===== src/rtl/cache_miss_controller.sv =====
// Miss sequencer between the data cache and main memory: stalls on load misses and all stores,
// fetches or writes through over a req/ack handshake, fills the cache, and counts accesses/misses.
module cache_miss_controller #(
  parameter int unsigned DATA_WIDTH  = 32,
  parameter int unsigned ADDR_WIDTH  = 32,
  parameter int unsigned COUNT_WIDTH = 16
) (
  input  logic                   clk,
  input  logic                   rst_n,
  input  logic                   req_valid_i,
  input  logic                   req_we_i,
  input  logic [ADDR_WIDTH-1:0]  req_addr_i,
  input  logic [DATA_WIDTH-1:0]  req_wdata_i,
  input  logic                   hit_i,
  input  logic [DATA_WIDTH-1:0]  cache_rdata_i,
  output logic                   stall_o,
  output logic [DATA_WIDTH-1:0]  rdata_o,
  output logic                   mem_req_o,
  output logic                   mem_we_o,
  output logic [ADDR_WIDTH-1:0]  mem_addr_o,
  output logic [DATA_WIDTH-1:0]  mem_wdata_o,
  input  logic                   mem_ack_i,
  input  logic [DATA_WIDTH-1:0]  mem_rdata_i,
  output logic                   fill_valid_o,
  output logic [ADDR_WIDTH-1:0]  fill_addr_o,
  output logic [DATA_WIDTH-1:0]  fill_data_o,
  output logic [COUNT_WIDTH-1:0] access_count_o,
  output logic [COUNT_WIDTH-1:0] miss_count_o
);

  typedef enum logic [2:0] {
    StIdle,
    StRdWait,
    StWrWait,
    StFill,
    StResp
  } state_e;

  localparam logic [COUNT_WIDTH-1:0] CountMax = '1;

  state_e                 state_q;
  logic [ADDR_WIDTH-1:0]  addr_q;
  logic [DATA_WIDTH-1:0]  data_q;
  logic [DATA_WIDTH-1:0]  wdata_q;
  logic                   hit_q;
  logic                   mem_req_q;
  logic                   mem_we_q;
  logic                   fill_valid_q;
  logic [DATA_WIDTH-1:0]  fill_data_q;
  logic [COUNT_WIDTH-1:0] access_q;
  logic [COUNT_WIDTH-1:0] miss_q;

  logic idle_req;
  logic idle_exit;
  logic idle_ld_miss;

  assign idle_req     = (state_q == StIdle) && req_valid_i;
  assign idle_exit    = idle_req && (req_we_i || !hit_i);
  assign idle_ld_miss = idle_req && !req_we_i && !hit_i;

  always_ff @(posedge clk or negedge rst_n) begin
    if (!rst_n) begin
      state_q      <= StIdle;
      addr_q       <= '0;
      data_q       <= '0;
      wdata_q      <= '0;
      hit_q        <= 1'b0;
      mem_req_q    <= 1'b0;
      mem_we_q     <= 1'b0;
      fill_valid_q <= 1'b0;
      fill_data_q  <= '0;
      access_q     <= '0;
      miss_q       <= '0;
    end else begin
      if (idle_req && access_q != CountMax) begin
        access_q <= access_q + 1'b1;
      end
      if (idle_ld_miss && miss_q != CountMax) begin
        miss_q <= miss_q + 1'b1;
      end

      unique case (state_q)
        StIdle: begin
          if (idle_exit) begin
            addr_q    <= req_addr_i;
            mem_req_q <= 1'b1;
            mem_we_q  <= req_we_i;
            if (req_we_i) begin
              wdata_q <= req_wdata_i;
              hit_q   <= hit_i;
              state_q <= StWrWait;
            end else begin
              state_q <= StRdWait;
            end
          end
        end
        StRdWait: begin
          if (mem_ack_i) begin
            data_q       <= mem_rdata_i;
            fill_data_q  <= mem_rdata_i;
            fill_valid_q <= 1'b1;
            mem_req_q    <= 1'b0;
            mem_we_q     <= 1'b0;
            state_q      <= StFill;
          end
        end
        StWrWait: begin
          if (mem_ack_i) begin
            mem_req_q <= 1'b0;
            mem_we_q  <= 1'b0;
            // Store misses are written through only; no line is allocated.
            if (hit_q) begin
              fill_data_q  <= wdata_q;
              fill_valid_q <= 1'b1;
              state_q      <= StFill;
            end else begin
              state_q <= StResp;
            end
          end
        end
        StFill: begin
          fill_valid_q <= 1'b0;
          state_q      <= StResp;
        end
        StResp: begin
          state_q <= StIdle;
        end
        default: begin
          state_q <= StIdle;
        end
      endcase
    end
  end

  // Stall is combinational in IDLE so the offending request freezes the CPU in its own cycle.
  assign stall_o = idle_exit || (state_q == StRdWait) || (state_q == StWrWait) ||
                   (state_q == StFill);
  assign rdata_o = (state_q == StIdle) ? cache_rdata_i : data_q;

  assign mem_req_o      = mem_req_q;
  assign mem_we_o       = mem_we_q;
  assign mem_addr_o     = addr_q;
  assign mem_wdata_o    = wdata_q;
  assign fill_valid_o   = fill_valid_q;
  assign fill_addr_o    = addr_q;
  assign fill_data_o    = fill_data_q;
  assign access_count_o = access_q;
  assign miss_count_o   = miss_q;

endmodule


===== config.mk =====
export PLATFORM = sky130hd
export DESIGN_NAME = cache_miss_controller
export DESIGN_NICKNAME = d
export VERILOG_FILES = /design/src/rtl/cache_miss_controller.sv
export SDC_FILE = /design/constraint.sdc
export NUM_CORES = 1
export LEC_CHECK = 0
export ABC_AREA = 1
export CORE_UTILIZATION = 25
export DETAILED_ROUTE_END_ITERATION = 8
export SYNTH_ARGS = -nofsm -noshare
export SYNTH_HDL_FRONTEND = slang
export SYNTH_SLANG_ARGS = --single-unit
export TNS_END_PERCENT = 1

===== constraint.sdc =====
create_clock -name clk -period 1.7 [get_ports clk]
set_clock_uncertainty 0.15 [all_clocks]
set_input_delay 0.17 -clock clk [delete_from_list [all_inputs] [get_ports clk]]
set_output_delay 0.17 -clock clk [all_outputs]
set_load 0.1 [all_outputs]

[Yosys cells after proc, flatten, opt, wreduce, memory -nomap -nowiden]
Index checks and enable logic that the tools add are counted.
Operators by class
  add/subtract/negate cells: 2
  equal/unequal tests: 10
  multiplexer cells: 20
  reductions and logical operators: 24
Operators by type and width (number)
  $mux 32: 4
  $pmux 32 s2: 1
  $add 16x1->16 const B: 2
  $ne 16x16->1 const B: 2
  $mux 3: 4
  $pmux 3 s4: 1
  $reduce_and 3->1: 3
  $ne 2x2->1 const B: 4
  $reduce_and 4->1: 2
  $eq 3x2->1 const B: 2
  $logic_and 1x1->1: 6
  $mux 1: 6
  $logic_or 1x1->1: 4
  $pmux 1 s2: 2
  $reduce_and 2->1: 2
  $reduce_bool 2->1: 2
  $eq 3x1->1 const B: 1
  $logic_not 3->1: 1
  $pmux 1 s3: 1
  $reduce_bool 3->1: 1
  $logic_not 1->1: 2
  $mux 2: 1
  $ne 2x1->1 const B: 1
  $reduce_or 2->1: 1
Storage, ports and cells
  register bits after elaboration: 167
  word-level logic and storage cells: 67

[Longest topological paths before layout]
  word-level depth: 6
  mapped depth: 11
  mapped depth without buffers: 8

[Least setup slack after synthesis]
OpenSTA, ideal clock, no wires.
  kind: reg2reg
  start point: register miss_q[0] (netlist: miss_count_o[0])
  end point: register miss_q[0] (netlist: miss_count_o[0])
  arrival time: 2.229 ns
  required time: 1.482 ns
  setup slack: -0.746 ns
  stages on the path, launching flop included: 9
  buffers on the path: 1
  cell sequence: dfrtp_1 > ha_1 > nand2_1 > nor2_1 > nand2_1 > o21ai_2 > buf_2 > nand2_1 > nand2_1
Between the ends
  cells in the longest elaborated chain, start to end: 2
  elaborated cells between the ends (all ways): 3
  classes of those cells: add/sub (1); eq/ne (1); reduce/logical (1)
RTL lines
  start: declaration: line 51  | logic [COUNT_WIDTH-1:0] miss_q;
  start signal: assignment: line 79  | miss_q <= miss_q + 1'b1;
  parallel branches: the longest is 2 deep, another holds $add 16x1->16
Several ways; the timed one is not identified.
A chain may end at the register's enable or synchronous reset.

[Worst setup path in the final report]
  start point: register state_q[2]
  end point: output port rdata_o[14]
Between the ends
  cells in the longest elaborated chain, start to end: 2
RTL lines
  start: declaration: line 41  | state_e state_q;
  start signal: assignment: line 63  | state_q <= StIdle;
  start signal: assignment: line 91  | state_q <= StWrWait;
  start signal: assignment: line 93  | state_q <= StRdWait;
  $logic_not 3->1: line 138  | assign rdata_o = (state_q == StIdle) ? cache_rdata_i : data_q;
  $mux 32: line 138
  end: declaration: line 17  | output logic [DATA_WIDTH-1:0] rdata_o,
No other way between the ends.

==> flow_summary.json <==
{
  "startpoint": "state_q[2]$_DFFE_PN0P_",
  "insertion_delay_ns": 0.43,
  "clockBufferDepth": 2,
  "start_util": 0.2558,
  "path_cells": "nor2_4 > nand2_4 > inv_8 > buf_12 > buf_16 > nand2_1 > nand2_4 > buf_12",
  "hp-class": "input pin to async pin",
  "syn2layout_area_growth_pct": 89.95,
  "drc": 0,
  "postSynthCellCount": 1033,
  "cp.required_ns": 1.38,
  "drive_above_1_share": 0.3360,
  "rrSetupSlack_ns": -0.07,
  "ys_top_cells_by_count": "nand2_1, dfrtp_1, inv_1",
  "grt_overflow": 0,
  "violations": "negative setup slack",
  "critPathSlowestCell": "dfrtp_1",
  "synth.most_common_cell": "nand2_1",
  "rr_startpoint": "state_q[2]$_DFFE_PN0P_",
  "critPathArrivalTime_ns": 1.76,
  "worstPathMaxFanout": 8,
  "clkTransAtPathRegs_ns": 0.08,
  "dp.cells": 1778,
  "min_period_over_period": 1.225,
  "dr_total_vias": 7862,
  "crit_path_end_kind": "output pin",
  "ff2ff_path_depth": 10,
  "register_area_um2": 4252,
  "cap_violations": 0,
  "final_cells": 1823,
  "fin_ws_ns": -0.3833,
  "ys_types": 28,
  "io_buffer_count": 329,
  "synth_edf_count": 0,
  "worst_r2r_endpoint": "fill_data_o[28]$_DFFE_PN0P_",
  "synth_area_leader_cell": "dfrtp_1",
  "slew_headroom": 0.7462,
  "coreArea_um2": 31800,
  "synth_nets": 1169,
  "maxSlewViolCount": 0,
  "cts_tree": "yes",
  "postRouteWirelength_um": 28500,
  "drtIter0Drc": 360,
  "io_pins": 330,
  "firstDrtPassIters": 4,
  "synth_top_area_frac": 0.5138,
  "max_stage_delay_ns": 0.41,
  "ant_nets": 0,
  "first_global_vias": 7922,
  "timing.fmax_mhz": 480.0,
  "ys_seq_elements": 167,
  "async_reset_ff_frac": 1.000,
  "yosys_warnings": 0,
  "dieArea_um2": 33260,
  "vias_per_cell": 4.313,
  "cts_sinks": 167,
  "numCtsBuffers": 17,
  "fillers": 2901,
  "fp-row-count": 65,
  "synthFlopType": "dfrtp_1",
  "groute.usage.overall": 0.1763,
  "final_nets": 1510,
  "grt_pass1_wl_um": 44950,
  "hold_viol": 0,
  "period_needed_ns": 2.083,
  "yosysSeqAreaShare": 0.5138,
  "yosys-top-cells-area": "dfrtp_1, nand2_1, mux2_2",
  "htreeDepth": 4,
  "worst_pin_slew_ns": 0.3807,
  "crit_path_start_kind": "register",
  "cp_num_buf_inv": 4,
  "path_class": "register to output pin",
  "multiInputGateArea_um2": 3741,
  "hpwl_um": 20950,
  "synth.avg_cell_area_um2": 7.873,
  "synth_area_um2": 8133,
  "place.gp.congestion": 0.8293,
  "grt_max_degree": 51,
  "wl_per_cell_um": 15.64,
  "setup_violations": 83,
  "path_delay_family": "buffers and inverters",
  "clockRootBuffer": "clkbuf_16",
  "die_w_um": 182.4,
  "fin_util": 0.4858,
  "outcome": "finished with violations",
  "die_y_um": 182.4,
  "antenna_found_initial": 3,
  "rsz0062_at_grt": "true"
}
routing by layer:
layer	global-route usage	vias to the layer above	routed length (µm)	share of wire
met3	0.03951	40	1514	0.053
li1	-	3863	-	-
met1	0.2072	3703	11560	0.41
met4	0.06756	2	803	0.028
met5	0	-	13	0.00046
met2	0.3117	254	14620	0.51
how the worst max path moves through the flow:
| stage | endpoint | slack (ns) | depth (start not counted) |
|---|---|---|---|
| after floorplan | rdata_o[31] | -0.14 | 5 |
| after global placement | miss_count_o[11]$_DFFE_PN0P_ | -0.16 | 8 |
| after detailed placement | miss_count_o[6]$_DFFE_PN0P_ | -0.20 | 7 |
| after CTS | rdata_o[8] | -0.40 | 8 |
| after global routing | rdata_o[14] | -0.45 | 8 |
| final | rdata_o[14] | -0.38 | 8 |
cell type report:
| class | count | area share |
|---|---|---|
| inverters | 69 | 0.01741 |
| diodes | 1 | 0.0001620 |
| repair buffers | 399 | 0.3931 |
| well taps | 435 | 0.03523 |
| multi-input cells | 720 | 0.2422 |
| clock inverters | 15 | 0.009152 |
| flip-flops and latches | 167 | 0.2752 |
| clock buffers | 17 | 0.02754 |
worst register-to-register path, stage by stage (launching register included):
cell and delay (ns):
dfrtp_1 0.41, buf_4 0.15, inv_1 0.10, nand3_2 0.14, nand2_1 0.11, nand2_1 0.09, nor2_4 0.13, inv_2 0.07
buf_4 0.16, nand2_1 0.05, o21ai_0 0.08
repair_timing:
| action | in CTS | in global routing |
|---|---|---|
| gates resized for setup | 94 | 4 |
| cloned | 5 | 0 |
| hold buffers | 1 | 0 |
| buffers inserted | 7 | 0 |
| pin swaps | 3 | 1 |
| setup endpoints to repair | 58 | 155 |
| endpoints found under the hold margin | 167 | 0 |
per-stage QoR:
stage	cell area (µm²)	setup slack [ns]	hold slack (ns)	setup TNS [ns]
final	15450	-0.3833	0.07178	-13.17
after detailed placement	14380	-0.2028	-0.04288	-11.88
after global routing	15450	-0.4550	0.09187	-24.72
after floorplan	8454	-0.1429	-0.2756	-6.565
after global placement	14380	-0.1642	-0.04154	-9.120
after CTS	15440	-0.3971	0.06803	-14.76
cell usage in the layout, fill, tap and decap left out, drive strengths merged:
cell           instances
xor2                   8
clkbuf                17
nand2                466
dlygate4sd3            1
a21oi                 28
nor2                  69
clkinvlp               5
mux2                  27
nand4                  9
buf                  266
o21ai                 62
o21a                   2
or2                    1
diode                  1
clkdlybuf4s50        132
nor2b                  1
nand3b                 1
a31oi                  1
dfrtp                167
xnor2                  7
nand3                 35
o22ai                  1
inv                   76
clkinv                 3
ha                     2
registers in the layout (all words and copies together) (netlist names):
register,cells
fill_addr_o,32
hit_q,1
mem_req_o,1
data_q,32
mem_we_o,1
miss_count_o,16
access_count_o,16
fill_data_o,32
mem_wdata_o,32
fill_valid_o,1
state_q,3
kinds of logic (layout without fill, tap and decap cells):
group,count (synthesis),count (layout),synth area share
buf+inv,146,500,0.08877
compound gates,94,94,0.05923
mux,27,27,0.03738
simple gates,582,582,0.2815
flops,167,167,0.5138
xor+xnor,15,15,0.01615
other cells,0,1,0
fa+ha+maj,2,2,0.003076
Power is left out: the tool's default activity adds up to more than one toggle a clock period on the data nets, which glitch-free logic cannot reach.
